## src/rtl/and4_path_sequencer.sv

```systemverilog
// Self-test sequencer for a 4-input AND-tree cell: walks all 16 vectors in Gray order,
// waits a pin/state-dependent settle time per step, then checks dut_out against &vec_out.
// Optional macro PATHSEQ_FIRST_FAIL_EN adds first_fail_vld / first_fail_vec capture.
module and4_path_sequencer #(
    parameter int T_A1   = 9,
    parameter int T_A0   = 10,
    parameter int T_BC1  = 9,
    parameter int T_BC0  = 13,
    parameter int T_CD01 = 11,
    parameter int T_CDX  = 13,
    parameter int T_INIT = 13,
    parameter int CW     = 4
) (
    input  logic       clk,
    input  logic       reset,
    input  logic       start,
    input  logic       dut_out,
    output logic [3:0] vec_out,
    output logic       busy,
    output logic       done,
    output logic [4:0] err_cnt,
    output logic       pass
`ifdef PATHSEQ_FIRST_FAIL_EN
    ,
    output logic       first_fail_vld,
    output logic [3:0] first_fail_vec
`endif
);

    typedef enum logic [2:0] {IDLE, APPLY, SETTLE, CHECK, DONE} state_t;

    localparam logic [CW-1:0] t_a1   = CW'(T_A1);
    localparam logic [CW-1:0] t_a0   = CW'(T_A0);
    localparam logic [CW-1:0] t_bc1  = CW'(T_BC1);
    localparam logic [CW-1:0] t_bc0  = CW'(T_BC0);
    localparam logic [CW-1:0] t_cd01 = CW'(T_CD01);
    localparam logic [CW-1:0] t_cdx  = CW'(T_CDX);
    localparam logic [CW-1:0] t_init = CW'(T_INIT);

    state_t        state, state_nxt;
    logic [3:0]    idx;
    logic [3:0]    idx_prev;
    logic [3:0]    gray_cur;
    logic [3:0]    gray_prev;
    logic [3:0]    toggled;
    logic [CW-1:0] cnt;
    logic [CW-1:0] settle_sel;
    logic          mismatch;
    logic [4:0]    err_nxt;

    assign idx_prev  = idx - 4'd1;
    assign gray_cur  = idx ^ (idx >> 1);
    assign gray_prev = idx_prev ^ (idx_prev >> 1);
    assign toggled   = gray_cur ^ gray_prev;
    assign mismatch  = (dut_out != (&vec_out));
    assign err_nxt   = mismatch ? err_cnt + 5'd1 : err_cnt;

    // Settle time mirrors the cell's conditional delay for the toggled pin, judged on the new vector.
    // NOTE: every always_comb output gets a default first so no path can infer a latch.
    always_comb begin
        settle_sel = t_init;
        if (idx != 4'd0) begin
            if (toggled[3])
                settle_sel = gray_cur[3] ? t_a1 : t_a0;
            else if (toggled[2])
                settle_sel = (gray_cur[2] & gray_cur[1]) ? t_bc1 : t_bc0;
            else
                settle_sel = (gray_cur[1:0] == 2'b01) ? t_cd01 : t_cdx;
        end
    end

    // NOTE: sequential state uses non-blocking assignments so all registers update together at the edge.
    always_ff @(posedge clk) begin
        if (reset) state <= IDLE;
        else       state <= state_nxt;
    end

    always_comb begin
        state_nxt = state;
        case (state)
            IDLE:    if (start) state_nxt = APPLY;
            APPLY:   state_nxt = SETTLE;
            SETTLE:  if (cnt == CW'(1)) state_nxt = CHECK;
            CHECK:   state_nxt = (idx == 4'd15) ? DONE : APPLY;
            DONE:    state_nxt = IDLE;
            default: state_nxt = IDLE;
        endcase
    end

    always_comb begin
        busy = (state != IDLE);
        done = (state == DONE);
    end

    always_ff @(posedge clk) begin
        if (reset) begin
            vec_out        <= 4'd0;
            err_cnt        <= 5'd0;
            pass           <= 1'b0;
            idx            <= 4'd0;
            cnt            <= '0;
`ifdef PATHSEQ_FIRST_FAIL_EN
            first_fail_vld <= 1'b0;
            first_fail_vec <= 4'd0;
`endif
        end else begin
            case (state)
                IDLE: begin
                    if (start) begin
                        err_cnt        <= 5'd0;
                        pass           <= 1'b0;
                        idx            <= 4'd0;
`ifdef PATHSEQ_FIRST_FAIL_EN
                        first_fail_vld <= 1'b0;
                        first_fail_vec <= 4'd0;
`endif
                    end
                end
                APPLY: begin
                    vec_out <= gray_cur;
                    cnt     <= settle_sel;
                end
                SETTLE: cnt <= cnt - CW'(1);
                CHECK: begin
                    err_cnt <= err_nxt;
`ifdef PATHSEQ_FIRST_FAIL_EN
                    if (mismatch && !first_fail_vld) begin
                        first_fail_vld <= 1'b1;
                        first_fail_vec <= vec_out;
                    end
`endif
                    // pass is settled on entry to DONE so it is already valid during the done pulse.
                    if (idx == 4'd15) pass <= (err_nxt == 5'd0);
                    else              idx  <= idx + 4'd1;
                end
                default: ;
            endcase
        end
    end

endmodule

```

## config.mk

```make
export PLATFORM = sky130hd
export DESIGN_NAME = and4_path_sequencer
export DESIGN_NICKNAME = d
export VERILOG_FILES = /design/src/rtl/and4_path_sequencer.sv
export SDC_FILE = /design/constraint.sdc
export NUM_CORES = 1
export LEC_CHECK = 0
export BUFFER_PORTS_ARGS = -buffer_cell sky130_fd_sc_hd__buf_2
export CORE_ASPECT_RATIO = 1.5
export CORE_UTILIZATION = 45
export CTS_BUF_LIST = sky130_fd_sc_hd__clkbuf_8
export DETAILED_ROUTE_END_ITERATION = 8
export GPL_ROUTABILITY_DRIVEN = 0
export PLACE_DENSITY = 0.79
export SKIP_LAST_GASP = 1
export SLEW_MARGIN = 20
export SYNTH_ARGS = -nofsm -noshare
export SYNTH_HDL_FRONTEND = slang
export SYNTH_SLANG_ARGS = --single-unit
```

## constraint.sdc

```tcl
create_clock -name clk -period 1.6 [get_ports clk]
set_input_delay 0.16 -clock clk [delete_from_list [all_inputs] [get_ports clk]]
set_output_delay 0.16 -clock clk [all_outputs]
set_load 0.02 [all_outputs]
```

### Word-level counts from Yosys, hierarchy flattened

Index checks and enable logic that the tools add are counted.

| word-level totals | value |
|---|---|
| input bits | 4 |
| output and inout bits | 12 |
| word-level logic and storage cells | 57 |
| flip-flop bits (word level) | 21 |

| operators by class | value |
|---|---|
| equality and inequality tests | 12 |
| add/subtract/negate cells | 4 |
| bitwise operators | 4 |
| reductions and logical operators | 11 |
| mux-type cells | 20 |

Operator list:

| cell | count |
|---|---|
| $mux 3 | 7 |
| $pmux 4 s2 | 2 |
| $mux 4 | 3 |
| $pmux 3 s4 | 1 |
| $mux 5 | 2 |
| $pmux 5 s2 | 1 |
| $ne 2x2->1 const B | 4 |
| $sub 4x1->4 const B | 2 |
| $xor 4x3->4 | 2 |
| $eq 3x2->1 const B | 2 |
| $reduce_and 3->1 | 2 |
| $add 5x1->5 const B | 1 |
| $logic_not 5->1 | 1 |
| $add 4x1->4 const B | 1 |
| $eq 4x1->1 const B | 1 |
| $eq 4x4->1 const B | 1 |
| $reduce_and 2->1 | 2 |
| $reduce_and 4->1 | 1 |
| $reduce_bool 2->1 | 2 |
| $reduce_bool 4->1 | 1 |
| $xor 4x4->4 | 1 |
| $eq 3x1->1 const B | 1 |
| $eq 3x3->1 const B | 1 |
| $logic_not 3->1 | 1 |
| other kinds (7) | 8 |

### Logic depth before layout (Yosys ltp)

| logic depth | value |
|---|---|
| word-level depth | 7 |
| mapped depth | 8 |
| gate-level depth less buffers | 8 |

### Worst setup path before layout

Ideal clock, no wire load.

| path | value |
|---|---|
| path type | register -> register |
| start point | register idx[3] |
| end point | register cnt[1] |
| path slack | -0.051 ns |
| required time | 1.529 ns |
| setup time | 0.071 ns |
| buffers on the path | 0 |
| data arrival time | 1.580 ns |
| cell stages (with the launch flop) | 8 |
| period minus slack after synthesis | 1.651 ns |
| cell sequence | dfxtp_1 > inv_1 > ha_1 > inv_1 > xnor2_1 > mux2_2 > o22ai_1 > o2bb2ai_1 |

| on the way | value |
|---|---|
| elaborated cells on any way between the ends | 10 |
| those cells by class | add/sub (1); mux (5); bitwise (3); reduce/logical (1) |

RTL lines:

| what | RTL line | source |
|---|---|---|
| start, declared | 41 | `logic [3:0] idx;` |
| start signal, assigned | 134 | `else idx <= idx + 4'd1;` |
| $xor 4x3->4 | 52 | `assign gray_cur = idx ^ (idx >> 1);` |
| named net gray_cur[2] | 43 | `logic [3:0] gray_cur;` |
| $xor 4x4->4 | 54 | `assign toggled = gray_cur ^ gray_prev;` |
| $mux 3 | 65 | `else if (toggled[2])` |
| $mux 3 | 63 | `if (toggled[3])` |
| $mux 4 | 62 | `if (idx != 4'd0) begin` |
| $pmux 4 s2 | 107 | `case (state)` |
| end signal, assigned | 121 | `cnt <= settle_sel;` |
| end signal, assigned | 123 | `SETTLE: cnt <= cnt - CW'(1);` |
| end, declared | 46 | `logic [CW-1:0] cnt;` |

The timed path passes the listed nets, and every way through them passes these cells.
A chain may end at the register's enable or synchronous reset.

### Worst setup path in the final report

| path | value |
|---|---|
| start point | register idx[1] |
| end point | register cnt[2] |

| on the way | value |
|---|---|
| cells in the longest elaborated chain, start to end | 7 |
| elaborated cells on any way between the ends | 13 |
| those cells by class | add/sub (1); eq/ne (1); mux (6); bitwise (4); reduce/logical (1) |

RTL lines:

| what | RTL line |
|---|---|
| $xor 4x3->4 * | 52 |
| named net gray_cur[1] | 43 |
| $eq 2x1->1 / $and 1x1->1 (equally long branches) | 68, 66 |
| $mux 3, on equally long branches | 68, 66 |
| $mux 3 * | 65 |
| $mux 3 * | 63 |
| $mux 4 * | 62 |
| $pmux 4 s2 * | 107 |

The timed path passes the listed nets; every way through them passes the cells marked *.

==> metrics.csv <==
metric,value,unit
status,"complete, but fails checks",
violated checks,negative setup slack,
vias in the first global route,1346,
Max VDD drop,0.697,mV
max_slew headroom,73.0,%
CP peak stage delay,0.36,ns
Nets,212,
Highest Signal Layer,met4,
htree depth,1,
setup TNS,-0.0298,ns
Leak,0.767,nW
fin crit share,102,%
Startpoint Class,flop,
Final Max Slew Viols,0,
unrepaired setup endpoints after global routing,yes,
I/O pin cnt,16,
global-route wire length before repair,5580,um
clock root cell,clkbuf_8,
Setup CP Type,flop to flop,
Routed Antenna Nets,0,
number of synthesized flops with an enable pin,0,
vias per inst,5.71,
"Setup violations, final",1,
maximum clock frequency,0.614,GHz
Top delay family on crit path,compound AO/OA/AOI/OAI gates,
initial antenna violation count,0,
"Power, Total",1.57,mW
final wirelength,3580,um
"Distinct cells, synth",51,
drt pass-1 iters,5,
total routing usage reported by global routing,23.1,%
First DRT Iteration DRCs,24,
Die Ht,69.6,um
Port Buffer Count,15,
syn_nets,178,
worst path arrival time,1.80,ns
Worst Hold Launch,reset,
power density cells,874,nW/um2
core area,2910,um2
share of the synthesized area in the top cell type,30.7,%
crit end category,flop,
Area contributors post-synth,"dfxtp_1 (31%), ha_1 (10%), nor2_1 (5.8%)",
CP max stage cell,dfxtp_2,
# DRC,0,
Initial Util,47.0,%
clk_lat worst skew,0.27,ns
MaxCap Viol Count,0,
Clock transition at path regs,0.08,ns
"Async S/R FF share, synth",0,%
final hold vios,0,
via count,1341,
"critical path fanouts, max",3,
synth warn,0,
Hold Path Class,primary input to flop,
fin crit period,1.63,ns
WL met2,1980,um
Clock Skews,0.00534,ns
Mapped Area,1370,um2
sequential fraction of the synthesis area,30.7,%
Die ar.,3270,um2
Num CTS Buffers,3,
Gate Count Post-Synth,163,
cell accounting for the most synthesized area,dfxtp_1,
CTS tree,yes,
CP startpoint,idx[1],
post-DP HPWL,2470,um
largest net degree at the start of global routing,20,
die width,47.1,um
"Top FF cell, synth",dfxtp_1,
average cell area after synthesis,8.41,um2
CTS sink count,21,
"Buf+Inv Stages, Crit Path",1,
routed length on met3,111,um
cells along the critical path,inv_4 > ha_2 > nand2b_1 > o21ai_0 > mux2i_1 > a21oi_1 > a2111oi_2,
"Req. time, crit path",1.77,ns
pre-CTS WS,-0.0727,ns
Yosys reg bits,21,
Ant. Diodes,0,
layout cells sized above 1,37.2,%
clock tree buffer depth,2,
cell area after layout,1800,um2
DR WL/cell,15.2,um
met1 WL,1390,um
placed cell area,1600,um2
Worst Tran Pin Value,0.402,ns
final worst setup slack,-0.0298,ns
Critical R2R Launch,idx[1],
placement row count,24,
"Area growth, synth to finish",31.1,%
grt total ovfl,0,
==> power breakdown <==
group          leakage [nW]  switching, mW  internal [mW]
clock network        0.0255          0.189          0.174
registers             0.173         0.0469          0.567
logic                 0.568          0.302          0.289
==> path summary, 6_finish.rpt <==
kind,to,slack (ns),cells past startpoint
max,cnt[2],-0.03,7
min,err_cnt[2],0.28,2
max reg2reg,cnt[2],-0.03,7
min reg2reg,pass,0.49,2
==> synth_stat cells (all sizes together) (2+ instances only) <==
library cell,number
a311oi,2
xor2,4
nor3b,2
o21ai,8
nor2,21
nand3,5
mux2i,7
nand2,10
a211oi,2
buf,5
dfxtp,21
nand4,3
ha,11
inv,11
a21oi,11
xnor2,7
nand2b,2
nor3,7
a2111oi,2
==> final cells by class <==
type,count,area (um2)
multi-input combinational,125,996
clock inverter,1,5.00
tap,39,48.8
timing repair buffer,35,229
sequential,21,429
clock buffer,3,41.3
inverter,11,46.3
fill,261,1120
==> registers in the layout (all words and copies together), names as in the netlist <==
register,cells
err_cnt,5
state,3
cnt,4
vec_out,4
pass,1
idx,4
==> cells in the final DEF, fill, tap and decap left out, types with 2 or more instances in the layout <==
| cell | instances |
|---|---|
| nor2_1 | 21 |
| buf_4 | 19 |
| buf_2 | 15 |
| dfxtp_1 | 14 |
| a21oi_1 | 10 |
| nand2_1 | 9 |
| inv_1 | 7 |
| dfxtp_2 | 7 |
| nor3_1 | 6 |
| mux2i_1 | 6 |
| ha_1 | 6 |
| xnor2_1 | 5 |
| o21ai_0 | 5 |
| nand3_1 | 4 |
| o21ai_1 | 3 |
| xor2_1 | 3 |
| nand4_1 | 3 |
| ha_4 | 3 |
| clkbuf_8 | 3 |
| inv_2 | 2 |
| inv_4 | 2 |
| nand2b_1 | 2 |
| xnor2_2 | 2 |
| nor3b_1 | 2 |
| a211oi_1 | 2 |
| ha_2 | 2 |
==> stage by stage <==
stage,util (%),hold WS [ns],cells
5_1_grt,61.6,0.314,235
6_report,61.6,0.280,235
2_1_floorplan,-,0.440,163
3_3_place_gp,54.8,0.469,226
4_1_cts,57.7,0.288,232
3_5_place_dp,54.8,0.482,226
==> layer usage <==
| metal | GRT usage [%] | up-vias |
|---|---|---|
| met5 | 0 | - |
| met4 | 11.1 | 0 |
| met3 | 2.86 | 16 |
| met2 | 41.5 | 40 |
| met1 | 24.2 | 642 |
| li1 | - | 643 |
==> logic make-up after synthesis <==
kind of cell	share of synthesized area (%)
AO/OA/AOI/OAI	18.1
XOR/XNOR	7.03
adder cells (fa/ha/maj)	10.0
buffers and inverters	5.39
flip-flops	30.7
multiplexers	5.94
AND/OR/NAND/NOR	22.8
==> timing repair <==
item                       in CTS  in global routing
pin swaps                       3                 10
setup endpoints to repair       2                 11
gates resized for setup         7                 22
setup buffers                   2                  3
hold buffers                    0                  0
No activity file was read; power rests on OpenSTA's default activity.
